`config.mk`:
```
export PLATFORM = sky130hd
export DESIGN_NAME = router_fsm
export DESIGN_NICKNAME = d
export VERILOG_FILES = /design/src/rtl/router_fsm.sv
export SDC_FILE = /design/constraint.sdc
export NUM_CORES = 1
export LEC_CHECK = 0
export CORE_AREA = 3 3 40 42
export CTS_CLUSTER_SIZE = 16
export DETAILED_ROUTE_END_ITERATION = 8
export DIE_AREA = 0 0 43 45
export PLACE_DENSITY_LB_ADDON = 0.08
export SETUP_SLACK_MARGIN = 0.15
export SLEW_MARGIN = 20
export SYNTH_ARGS = -nofsm -noshare
export SYNTH_HDL_FRONTEND = slang
export SYNTH_SLANG_ARGS = --single-unit
```
`constraint.sdc`:
```
create_clock -name clk -period 2.5 [get_ports clk]
set_input_delay 0.375 -clock clk [delete_from_list [all_inputs] [get_ports clk]]
set_output_delay 0.375 -clock clk [all_outputs]
set_load 0.005 [all_outputs]
```
`src/rtl/router_fsm.sv`:
```
// router_fsm - control FSM for the 1x3 packet router.
//
// Decodes the destination address from the header byte. It then sequences
// the header, payload and parity loads into the selected output FIFO. It
// stalls while that FIFO is full and aborts when the destination FIFO is
// soft-reset.
//
// Optional feature (macro ROUTER_FSM_WAIT_TIMEOUT_EN): bounds the time spent
// in WAIT_TILL_EMPTY. After WAIT_TIMEOUT cycles with the destination FIFO
// still non-empty, the packet is dropped and a one-cycle pkt_drop pulse is
// raised. Without the macro the FSM waits indefinitely and pkt_drop is tied 0.
//
// Ports:
//   clk            system clock, rising edge
//   rst            synchronous active-high reset
//   pkt_valid      source is driving header/payload bytes
//   data_in[1:0]   header address bits
//   fifo_full      full flag of the selected FIFO
//   fifo_empty[2:0] per-FIFO empty flags
//   soft_rst[2:0]  per-FIFO soft-reset pulses
//   parity_done    parity byte captured by the input register block
//   low_pkt_valid  pkt_valid fell while stalled on full
//   dest_addr[1:0] latched destination address
//   detect_add, lfd_state, ld_state, laf_state, full_state, rst_int_reg
//                  state decodes
//   write_enb_reg  FIFO write enable
//   busy           source must hold off
//   pkt_drop       one-cycle drop pulse (optional feature)
module router_fsm #(
  parameter logic [1:0]  ADDR_INVALID = 2'b11,
  parameter int unsigned WAIT_TIMEOUT = 30
) (
  input  logic       clk,
  input  logic       rst,
  input  logic       pkt_valid,
  input  logic [1:0] data_in,
  input  logic       fifo_full,
  input  logic [2:0] fifo_empty,
  input  logic [2:0] soft_rst,
  input  logic       parity_done,
  input  logic       low_pkt_valid,
  output logic [1:0] dest_addr,
  output logic       detect_add,
  output logic       lfd_state,
  output logic       ld_state,
  output logic       laf_state,
  output logic       full_state,
  output logic       write_enb_reg,
  output logic       rst_int_reg,
  output logic       busy,
  output logic       pkt_drop
);

  typedef enum logic [2:0] {
    DECODE_ADDRESS     = 3'd0,
    LOAD_FIRST_DATA    = 3'd1,
    LOAD_DATA          = 3'd2,
    FIFO_FULL_STATE    = 3'd3,
    LOAD_AFTER_FULL    = 3'd4,
    LOAD_PARITY        = 3'd5,
    CHECK_PARITY_ERROR = 3'd6,
    WAIT_TILL_EMPTY    = 3'd7
  } state_t;

  state_t state;
  state_t next_state;
  logic   header_hit;

  assign header_hit = (state == DECODE_ADDRESS) && pkt_valid &&
                      (data_in != ADDR_INVALID);

`ifdef ROUTER_FSM_WAIT_TIMEOUT_EN
  localparam logic [4:0] WAIT_LAST = 5'(WAIT_TIMEOUT - 1);

  logic [4:0] wait_cnt;
  logic       drop_now;
  logic       drop_q;
`else
  logic unused_wait_timeout;
  assign unused_wait_timeout = (WAIT_TIMEOUT != 0);
`endif

  // State and destination registers
  always_ff @(posedge clk) begin
    if (rst) begin
      state     <= DECODE_ADDRESS;
      dest_addr <= '0;
    end else begin
      state <= next_state;
      if (header_hit) dest_addr <= data_in;
    end
  end

`ifdef ROUTER_FSM_WAIT_TIMEOUT_EN
  // Held at zero outside WAIT_TILL_EMPTY, so it is zero on entry
  always_ff @(posedge clk) begin
    if (rst) begin
      wait_cnt <= '0;
      drop_q   <= 1'b0;
    end else begin
      drop_q <= drop_now;
      if (state != WAIT_TILL_EMPTY) wait_cnt <= '0;
      else                          wait_cnt <= wait_cnt + 5'd1;
    end
  end

  assign pkt_drop = drop_q;
`else
  assign pkt_drop = 1'b0;
`endif

  // Next-state logic
  always_comb begin
    next_state = state;
`ifdef ROUTER_FSM_WAIT_TIMEOUT_EN
    drop_now   = 1'b0;
`endif
    case (state)
      DECODE_ADDRESS: begin
        if (header_hit)
          next_state = fifo_empty[data_in] ? LOAD_FIRST_DATA : WAIT_TILL_EMPTY;
      end
      WAIT_TILL_EMPTY: begin
        if (fifo_empty[dest_addr]) begin
          next_state = LOAD_FIRST_DATA;
`ifdef ROUTER_FSM_WAIT_TIMEOUT_EN
        end else if (wait_cnt == WAIT_LAST) begin
          next_state = DECODE_ADDRESS;
          drop_now   = 1'b1;
`endif
        end
      end
      LOAD_FIRST_DATA: next_state = LOAD_DATA;
      LOAD_DATA: begin
        // full takes precedence over the end of the packet
        if (fifo_full)       next_state = FIFO_FULL_STATE;
        else if (!pkt_valid) next_state = LOAD_PARITY;
      end
      FIFO_FULL_STATE: begin
        if (!fifo_full) next_state = LOAD_AFTER_FULL;
      end
      LOAD_AFTER_FULL: begin
        if (parity_done)        next_state = DECODE_ADDRESS;
        else if (low_pkt_valid) next_state = LOAD_PARITY;
        else                    next_state = LOAD_DATA;
      end
      LOAD_PARITY: next_state = CHECK_PARITY_ERROR;
      CHECK_PARITY_ERROR: begin
        next_state = fifo_full ? FIFO_FULL_STATE : DECODE_ADDRESS;
      end
      default: next_state = DECODE_ADDRESS;
    endcase

    // Soft reset of the selected FIFO overrides everything, including a drop
    if ((state != DECODE_ADDRESS) && soft_rst[dest_addr]) begin
      next_state = DECODE_ADDRESS;
`ifdef ROUTER_FSM_WAIT_TIMEOUT_EN
      drop_now   = 1'b0;
`endif
    end
  end

  // Moore output decode
  always_comb begin
    detect_add    = (state == DECODE_ADDRESS);
    lfd_state     = (state == LOAD_FIRST_DATA);
    ld_state      = (state == LOAD_DATA);
    laf_state     = (state == LOAD_AFTER_FULL);
    full_state    = (state == FIFO_FULL_STATE);
    rst_int_reg   = (state == CHECK_PARITY_ERROR);
    write_enb_reg = (state == LOAD_DATA) || (state == LOAD_PARITY) ||
                    (state == LOAD_AFTER_FULL);
    busy          = (state != DECODE_ADDRESS) && (state != LOAD_DATA);
  end

endmodule

```
==> impl_metrics.json, run 1 <==
{
  "drt_iter0_markers": 3,
  "leakage_nw": 0.2734,
  "wire_per_inst_um": 12.31,
  "diodes": 0,
  "fin_cells": 102,
  "synth-simple-area-share_pct": 34.88,
  "placed_area_sq_um": 721.9,
  "max_cap_viol_count": 0,
  "core-area_sq_um": 1285,
  "seqPwrFrac_pct": 23.1,
  "status": "finished, final reports clean",
  "clkPwrFrac_pct": 11.8,
  "htreeDepth": 1,
  "vias": 517,
  "synthAdderAreaFrac_pct": 0,
  "r2r_cells": 4,
  "place_inst": 98,
  "io_pins": 25,
  "power.internal_w": 0.0004585,
  "worstPathArrival_ps": 1660,
  "drt-total-wl_mm": 1.256,
  "yosys_warnings": 0,
  "postCtsSetupBuffers": 0,
  "setup_ws_ps": 465.1,
  "finClkSkew_ps": 0.3884,
  "grt_pass1_wl_mm": 1.966,
  "drive_above_1_share_pct": 11.49,
  "clock_sinks": 5,
  "synth_flop_cell": "dfxtp_1",
  "postRouteAntennaNets": 0,
  "place_ws_ps": 510.1,
  "io_buffers": 23,
  "rows": 13,
  "regArea_sq_um": 100.1,
  "fin_nets": 102,
  "timing.fmax_ghz": 0.4914,
  "comb_power_share_pct": 65.1,
  "critPathKind": "reg -> out",
  "switchingPower_w": 0.0002944,
  "grt_pass1_vias": 482,
  "cts_root_buffer": "clkbuf_4",
  "firstDrtPassIters": 2,
  "syn_to_final_growth_pct": 54.52,
  "place_congestion": 0.7660,
  "grt.total_usage_pct": 13.50,
  "synth_area_sq_um": 484.2,
  "design_area_sq_um": 748.2,
  "hold_buffers": 0,
  "cp-start-kind": "flop",
  "insertion_delay_ps": 230,
  "drc_errors": 0,
  "layout_worst_path_cycle_share_pct": 81.40,
  "synth_compound_area_share_pct": 31.78,
  "critPathCaptureType": "primary output",
  "finalSetupTns_ps": 0,
  "cts_resized": 0,
  "synth_edf_count": 0,
  "ys_seq_area_share_pct": 20.67,
  "final_max_slew_viol_count": 0,
  "synth_cell_type_count": 34,
  "rsz0062_at_grt": "no",
  "cts_tree": "built",
  "ys_seq_elements": 5,
  "grt_overflow_total": 0,
  "synth_xor_xnor_area_share_pct": 0,
  "switching_share_pct": 39.11,
  "synthCells": 62,
  "antenna_found_initial": 0,
  "synthMuxAreaShare_pct": 7.235,
  "synth.avg_cell_area_sq_um": 7.810,
  "die_x_um": 43,
  "nFillCells": 141,
  "die_area_sq_um": 1935,
  "setup_viol_count_final": 0,
  "clk_pin_slew_ps": 40,
  "numCtsBuffers": 3,
  "grt_max_degree": 16,
  "power.density_nw_per_um2": 1006,
  "irDropWorstVdd_mv": 0.5754,
  "critPathMaxFanout": 15,
  "synth_nets": 76,
  "via_per_inst": 5.069,
  "hold_viol": 0,
  "async_flop_share_pct": 0,
  "start_util_pct": 37.68,
  "hold_depth": 2,
  "cp_data_required_time_ps": 2120,
  "dp_hpwl_mm": 1.030,
  "synth_top_family_by_area": "simple AND/OR/NAND/NOR gates",
  "cts_max_path_buffers": 2,
  "die_h_um": 45,
  "fin_crit_ps": 2035,
  "hold_class": "reg -> reg",
  "multi_input_comb_area_sq_um": 361.6
}
## worst max-delay path: stages, from the launching register on
cell and delay (ps):
dfxtp_1 570, inv_1 170, nor3_1 160, clkdlybuf4s50_1 520
## stage by stage
step	utilization (%)	total power [W]	hold slack, ps
after global routing	58.23	0.0008235	625.2
final	58.23	0.0007529	559.9
after detailed placement	56.18	0.0006680	563.0
after global placement	56.18	0.0006631	561.0
after CTS	58.23	0.0007620	572.2
after floorplan	-	0.0004512	447.9
## synthesized netlist by cell type, types with 2 or more instances
master / n / area, sq um
a21oi_1: 2 / 10.01
dfxtp_1: 5 / 100.1
inv_1: 2 / 7.510
mux2i_1: 2 / 20.02
nand2_1: 3 / 11.26
nand2b_1: 4 / 25.02
nand3b_1: 2 / 15.01
nor2_1: 10 / 37.54
nor3_1: 3 / 15.01
nor3b_1: 2 / 15.01
o21a_1: 2 / 15.01
o21ai_0: 3 / 15.01
## per-layer routing
| metal | wire length (um) | track usage (%) | share of wire [%] | up-vias |
|---|---|---|---|---|
| li1 | - | - | - | 272 |
| met1 | 573 | 17.87 | 46 | 235 |
| met2 | 632 | 20.96 | 50 | 10 |
| met3 | 50 | 2.390 | 4.0 | 0 |
| met4 | 0 | 7.229 | 0 | 0 |
| met5 | 0 | 0 | 0 | - |
## path summary, 6_finish.rpt
check / end / slack, ps / start
worst max-delay path: lfd_state / 470 / state[0]$_SDFFE_PP0P_
worst min-delay path: dest_addr[0]$_SDFFE_PP0P_ / 560 / dest_addr[0]$_SDFFE_PP0P_
worst max register to register: state[1]$_SDFFE_PP0P_ / 880 / dest_addr[1]$_SDFFE_PP0P_
worst min register to register: dest_addr[0]$_SDFFE_PP0P_ / 560 / dest_addr[0]$_SDFFE_PP0P_
## cells by family after synthesis
family | after synthesis
AO/OA/AOI/OAI | 18
buffers and inverters | 5
flip-flops | 5
multiplexers | 3
other | 1
AND/OR/NAND/NOR | 30
## flip-flops by register name, summed over array words and instances, names as in the netlist
name and cells:
state 3, dest_addr 2
## power groups by stage
| stage | logic [W] | registers (W) | clock network (W) |
|---|---|---|---|
| 3_3_place_gp | 0.000489 | 0.000174 | 0 |
| 2_1_floorplan | 0.000302 | 0.000149 | 0 |
| 3_5_place_dp | 0.000494 | 0.000174 | 0 |
| 6_report | 0.000490 | 0.000174 | 0.0000891 |
| 4_1_cts | 0.000496 | 0.000173 | 0.0000940 |
| 5_1_grt | 0.000544 | 0.000180 | 0.0000996 |
## area by class of cell
type | instances | area share (%)
Inverter | 3 | 1.505
Clock buffer | 4 | 3.512
Tap cell | 15 | 2.508
Multi-Input combinational cell | 52 | 48.33
Timing Repair Buffer | 23 | 30.77
Sequential cell | 5 | 13.38
## cells in the final DEF, fill, tap and decap left out, drive strengths merged, types with 3 or more instances in the layout
master,n
clkdlybuf4s50,23
nand2,3
dfxtp,5
nor3,3
nor2,10
o21ai,3
clkbuf,4
inv,3
nand2b,4
Note: power is estimated with default switching activity, not from simulation.
==> run 2: changes to the inputs <==
CORE_AREA = unset   (was 3 3 40 42)
CORE_MARGIN = 3   (was unset)
CORE_UTILIZATION = 37   (was unset)
DIE_AREA = unset   (was 0 0 43 45)
clock period = 2.01 ns   (was 2.5 ns; I/O delays follow)
==> run 2 against run 1 <==
  * Final cell count is the same
  * Worst setup slack got worse by 250 ps
  * Clock skew rose by 0.63 ps
  * Critical endpoint is now write_enb_reg
  * Final area rose by 2.2%
  * Critical path type unchanged
  * Via count increased by 0.97%
  * Largest cell class unchanged
==> impl_metrics.json, run 2 (synthesis gave the netlist of run 1 again) <==
{
  "die_x_um": 42.18,
  "leakage_nw": 0.2812,
  "cp-start-kind": "flop",
  "cts_max_path_buffers": 2,
  "layout_worst_path_cycle_share_pct": 89.20,
  "insertion_delay_ps": 240,
  "grt.total_usage_pct": 15.28,
  "grt_pass1_vias": 494,
  "timing.fmax_ghz": 0.5578,
  "cts_root_buffer": "clkbuf_4",
  "rows": 12,
  "io_buffers": 23,
  "dp_hpwl_mm": 1.077,
  "fin_nets": 103,
  "vias": 522,
  "setup_ws_ps": 217.1,
  "io_pins": 25,
  "core-area_sq_um": 1171,
  "layout_commonest_cell": "clkdlybuf4s50_1",
  "die_area_sq_um": 1779,
  "finalSetupTns_ps": 0,
  "final_max_slew_viol_count": 0,
  "reg_top3": "state: 3 flops, dest_addr: 2 flops",
  "regMostFlops": "state",
  "r2r_slack_ps": 380,
  "antenna_found_initial": 0,
  "clk_pin_slew_ps": 40,
  "r2r_end": "state[1]$_SDFFE_PP0P_",
  "power.density_nw_per_um2": 1291,
  "grt_pass1_wl_mm": 2.132,
  "status": "finished, final reports clean",
  "grt_max_degree": 16,
  "cts_tree": "built",
  "r2r_cells": 4,
  "place_congestion": 0.7998,
  "grt_overflow_total": 0,
  "syn_to_final_growth_pct": 57.88,
  "critPathMaxFanout": 7,
  "drt-total-wl_mm": 1.312,
  "worstPathArrival_ps": 1490,
  "drc_errors": 0,
  "regArea_sq_um": 108.9,
  "nFillCells": 120,
  "hold_class": "reg -> reg",
  "critPathCaptureType": "primary output",
  "fin_cells": 102,
  "most-common-layout-cells": "clkdlybuf4s50_1 (22), nor2_1 (10), nand2b_1 (4)",
  "largest_register_ffs": 3,
  "via_per_inst": 5.118,
  "setup_viol_count_final": 0,
  "place_inst": 97,
  "critPathLaunch": "state[2]$_SDFFE_PP0P_",
  "firstDrtPassIters": 4,
  "htreeDepth": 1,
  "cp_data_required_time_ps": 1710,
  "fin_crit_ps": 1793,
  "max_cap_viol_count": 0,
  "finClkSkew_ps": 1.019,
  "diodes": 0,
  "drt_iter0_markers": 12,
  "postRouteAntennaNets": 0,
  "irDropWorstVdd_mv": 0.7714,
  "numCtsBuffers": 3,
  "wire_per_inst_um": 12.86,
  "rsz0062_at_grt": "yes",
  "critPathKind": "reg -> out",
  "clock_sinks": 5,
  "die_h_um": 42.18,
  "start_util_pct": 41.35,
  "r2r_start": "dest_addr[1]$_SDFFE_PP0P_",
  "place_ws_ps": 118.3,
  "cp-endpoint": "write_enb_reg",
  "multi_input_comb_area_sq_um": 361.6,
  "hold_viol": 0,
  "drive_above_1_share_pct": 15.91
}
[run 2: area by class of cell]
cell class | instances | area share (%)
Multi-Input combinational cell | 52 | 47.30
Timing Repair Buffer | 24 | 30.93
Sequential cell | 5 | 14.24
Clock buffer | 4 | 3.437
Tap cell | 14 | 2.291
Inverter | 3 | 1.800
[run 2: critical path, stage by stage (launching register included)]
cell	delay (ps)
dfxtp_4	360
nand2b_1	220
o21ai_1	160
clkdlybuf4s50_1	520
[run 2: per-layer routing]
metal | part of all wire (%) | GRT usage, % | vias to the layer above
li1 | - | - | 274
met1 | 46 | 19.64 | 237
met2 | 50 | 24.92 | 9
met3 | 2.1 | 1.717 | 2
met4 | 1.3 | 7.453 | 0
met5 | 0 | 0 | -
[run 2: worst min-delay path by stage]
stage	slack, ps	endpoint	start	cells past startpoint
2_1_floorplan	370	state[1]$_SDFFE_PP0P_	rst	1
3_3_place_gp	560	dest_addr[0]$_SDFFE_PP0P_	dest_addr[0]$_SDFFE_PP0P_	2
3_5_place_dp	570	dest_addr[0]$_SDFFE_PP0P_	dest_addr[0]$_SDFFE_PP0P_	2
4_1_cts	580	dest_addr[0]$_SDFFE_PP0P_	dest_addr[0]$_SDFFE_PP0P_	2
5_1_grt	630	dest_addr[1]$_SDFFE_PP0P_	dest_addr[1]$_SDFFE_PP0P_	2
6_report	560	dest_addr[0]$_SDFFE_PP0P_	dest_addr[0]$_SDFFE_PP0P_	2
[run 2: repair_timing]
item / CTS / global route
gates resized for setup: 6 / 2
hold buffers: 0 / 0
hold endpoints to repair: 0 / 0
setup buffers: 1 / 0
pin swaps: 1 / 0
endpoints found under the setup margin: 4 / 2
[run 2: metrics by stage]
stage                     hold WS, ps  area, sq um  util [%]  total power [W]
after CTS                       575.8        762.0     65.06        0.0009902
after floorplan                 374.4        484.2         -        0.0005612
final                           559.7        764.5     65.28        0.0009866
after detailed placement        566.4        720.7     61.54        0.0008349
after global routing            627.7        764.5     65.28         0.001073
after global placement          558.4        720.7     61.54        0.0008241
[run 2: where the power goes]
part / switching (W) / internal [W] / leakage (nW)
registers: 0.0000800 / 0.000150 / 0.0428
clock network: 0.0000381 / 0.0000749 / 0.0150
logic: 0.000270 / 0.000374 / 0.223
total: 0.000388 / 0.000599 / 0.281
==> run 3: changes to the inputs <==
CORE_UTILIZATION = 30   (was 37)
==> run 3 against run 2 <==
  * First-iteration DRC count down 67%
  * Sequential share of layout area decreased by 0.58 points
  * Highest routed layer is now met3
  * Final area up 0.65%
  * Largest cell class unchanged
  * Clock skew hardly changed
==> impl_metrics.json, run 3 (synthesis gave the netlist of run 1 again) <==
{
  "syn_to_final_growth_pct": 58.91,
  "postRouteAntennaNets": 0,
  "core-area_sq_um": 1399,
  "drt_iter0_markers": 4,
  "irDropWorstVdd_mv": 0.7088,
  "comb_power_share_pct": 67.3,
  "antenna_found_initial": 0,
  "crit_chain": "nand2b_1 > o21ai_1 > clkdlybuf4s50_1",
  "hold_viol": 0,
  "hold_class": "reg -> reg",
  "via_per_inst": 5.106,
  "io_pins": 25,
  "reg_top3": "state: 3 flops, dest_addr: 2 flops",
  "grt_pass1_wl_mm": 1.994,
  "htreeDepth": 1,
  "cts_max_path_buffers": 2,
  "layout_commonest_cell": "clkdlybuf4s50_1",
  "largest_register_ffs": 3,
  "firstDrtPassIters": 3,
  "cp_data_required_time_ps": 1710,
  "diodes": 0,
  "die_x_um": 46.18,
  "power.internal_w": 0.0006021,
  "fin_nets": 104,
  "regMostFlops": "state",
  "grt.total_usage_pct": 12.84,
  "critPathMaxFanout": 7,
  "finalSetupTns_ps": 0,
  "max_cap_viol_count": 0,
  "grt_overflow_total": 0,
  "cp-start-kind": "flop",
  "io_buffers": 23,
  "clk_pin_slew_ps": 40,
  "rows": 13,
  "switchingPower_w": 0.0003775,
  "setup_viol_count_final": 0,
  "slowest_delay_ps": 510,
  "final_max_slew_viol_count": 0,
  "cts_root_buffer": "clkbuf_4",
  "die_h_um": 46.18,
  "clkPwrFrac_pct": 11.1,
  "power.density_nw_per_um2": 1273,
  "drt-total-wl_mm": 1.216,
  "switching_share_pct": 38.54,
  "fin_crit_ps": 1753,
  "place_congestion": 0.7738,
  "drc_errors": 0,
  "drive_above_1_share_pct": 15.73,
  "finClkSkew_ps": 0.7844,
  "start_util_pct": 34.62,
  "dp_hpwl_mm": 1.035,
  "status": "finished, final reports clean",
  "die_area_sq_um": 2132,
  "critPathCaptureType": "primary output",
  "clock_sinks": 5,
  "rsz0062_at_grt": "no",
  "grt_max_degree": 11,
  "grt_pass1_vias": 481,
  "timing.fmax_ghz": 0.5705,
  "vias": 531,
  "critPathKind": "reg -> out",
  "cts_tree": "built",
  "most-common-layout-cells": "clkdlybuf4s50_1 (22), nor2_1 (10), nand2b_1 (4)",
  "seqPwrFrac_pct": 21.6,
  "holdWs_ps": 553.5,
  "critPathSlowestCell": "clkdlybuf4s50_1",
  "hold_buffers": 0,
  "numCtsBuffers": 3,
  "worstPathArrival_ps": 1450,
  "leakage_nw": 0.2858,
  "layout_worst_path_cycle_share_pct": 87.21,
  "wire_per_inst_um": 11.69,
  "insertion_delay_ps": 230
}
==> run 3: cell count changes in the layout (fill, tap and decap cells not counted), sizes merged <==
cell | before | now
buf | 1 | 2
==> run 3: timing repair <==
action                     in CTS  in global routing
setup endpoints to repair       2                  1
gates resized for setup         5                  1
pin swaps                       1                  0
cloned                          0                  0
buffers inserted                1                  0
==> run 3: cell type report <==
class | count | area, sq um
fillers | 137 | 629.4
multi-input cells | 52 | 361.6
repair buffers | 25 | 244.0
flip-flops and latches | 5 | 105.1
clock buffers | 4 | 26.28
well taps | 15 | 18.77
inverters | 3 | 13.76
==> run 3: through the flow <==
stage	worst slack, ps	util [%]	power (W)	cells	area, sq um
after floorplan	508.0	-	0.0005612	62	484.2
final	257.0	55.01	0.0009796	104	769.5
after global routing	170.1	55.01	0.001077	104	769.5
after global placement	119.2	52.15	0.0008390	99	729.5
after detailed placement	79.72	52.15	0.0008418	99	729.5
after CTS	203.7	55.01	0.0009913	104	769.5
==> run 3: final timing paths <==
path                                                 from                     to  slack (ps)  depth (start not counted)
worst min-delay path                state[0]$_SDFFE_PP0P_  state[0]$_SDFFE_PP0P_         550                          2
worst max register to register  dest_addr[1]$_SDFFE_PP0P_  state[1]$_SDFFE_PP0P_         400                          4
worst min register to register      state[0]$_SDFFE_PP0P_  state[0]$_SDFFE_PP0P_         550                          2
worst max-delay path                state[2]$_SDFFE_PP0P_          write_enb_reg         260                          3
==> run 3: critical path: cells and delay by family, from the launching register on <==
family                 cells  cell delay (ps)
buffers and inverters      1              510
AOI/OAI and AO/OA          1              140
DFF                        1              360
and+or+nand+nor            1              210
==> run 3: power by group through the flow <==
| stage | clock network (W) | registers (W) | logic [W] |
|---|---|---|---|
| after global placement | 0 | 0.000204 | 0.000635 |
| after CTS | 0.000118 | 0.000210 | 0.000664 |
| after global routing | 0.000122 | 0.000222 | 0.000732 |
| final | 0.000109 | 0.000211 | 0.000659 |
| after floorplan | 0 | 0.000185 | 0.000376 |
| after detailed placement | 0 | 0.000203 | 0.000639 |
==> run 3: per-layer routing <==
metal / global-route usage, % / share of wire, %
met1: 17.63 / 49
met2: 18.68 / 44
met3: 2.344 / 7.0
met4: 6.818 / 0
met5: 0 / 0
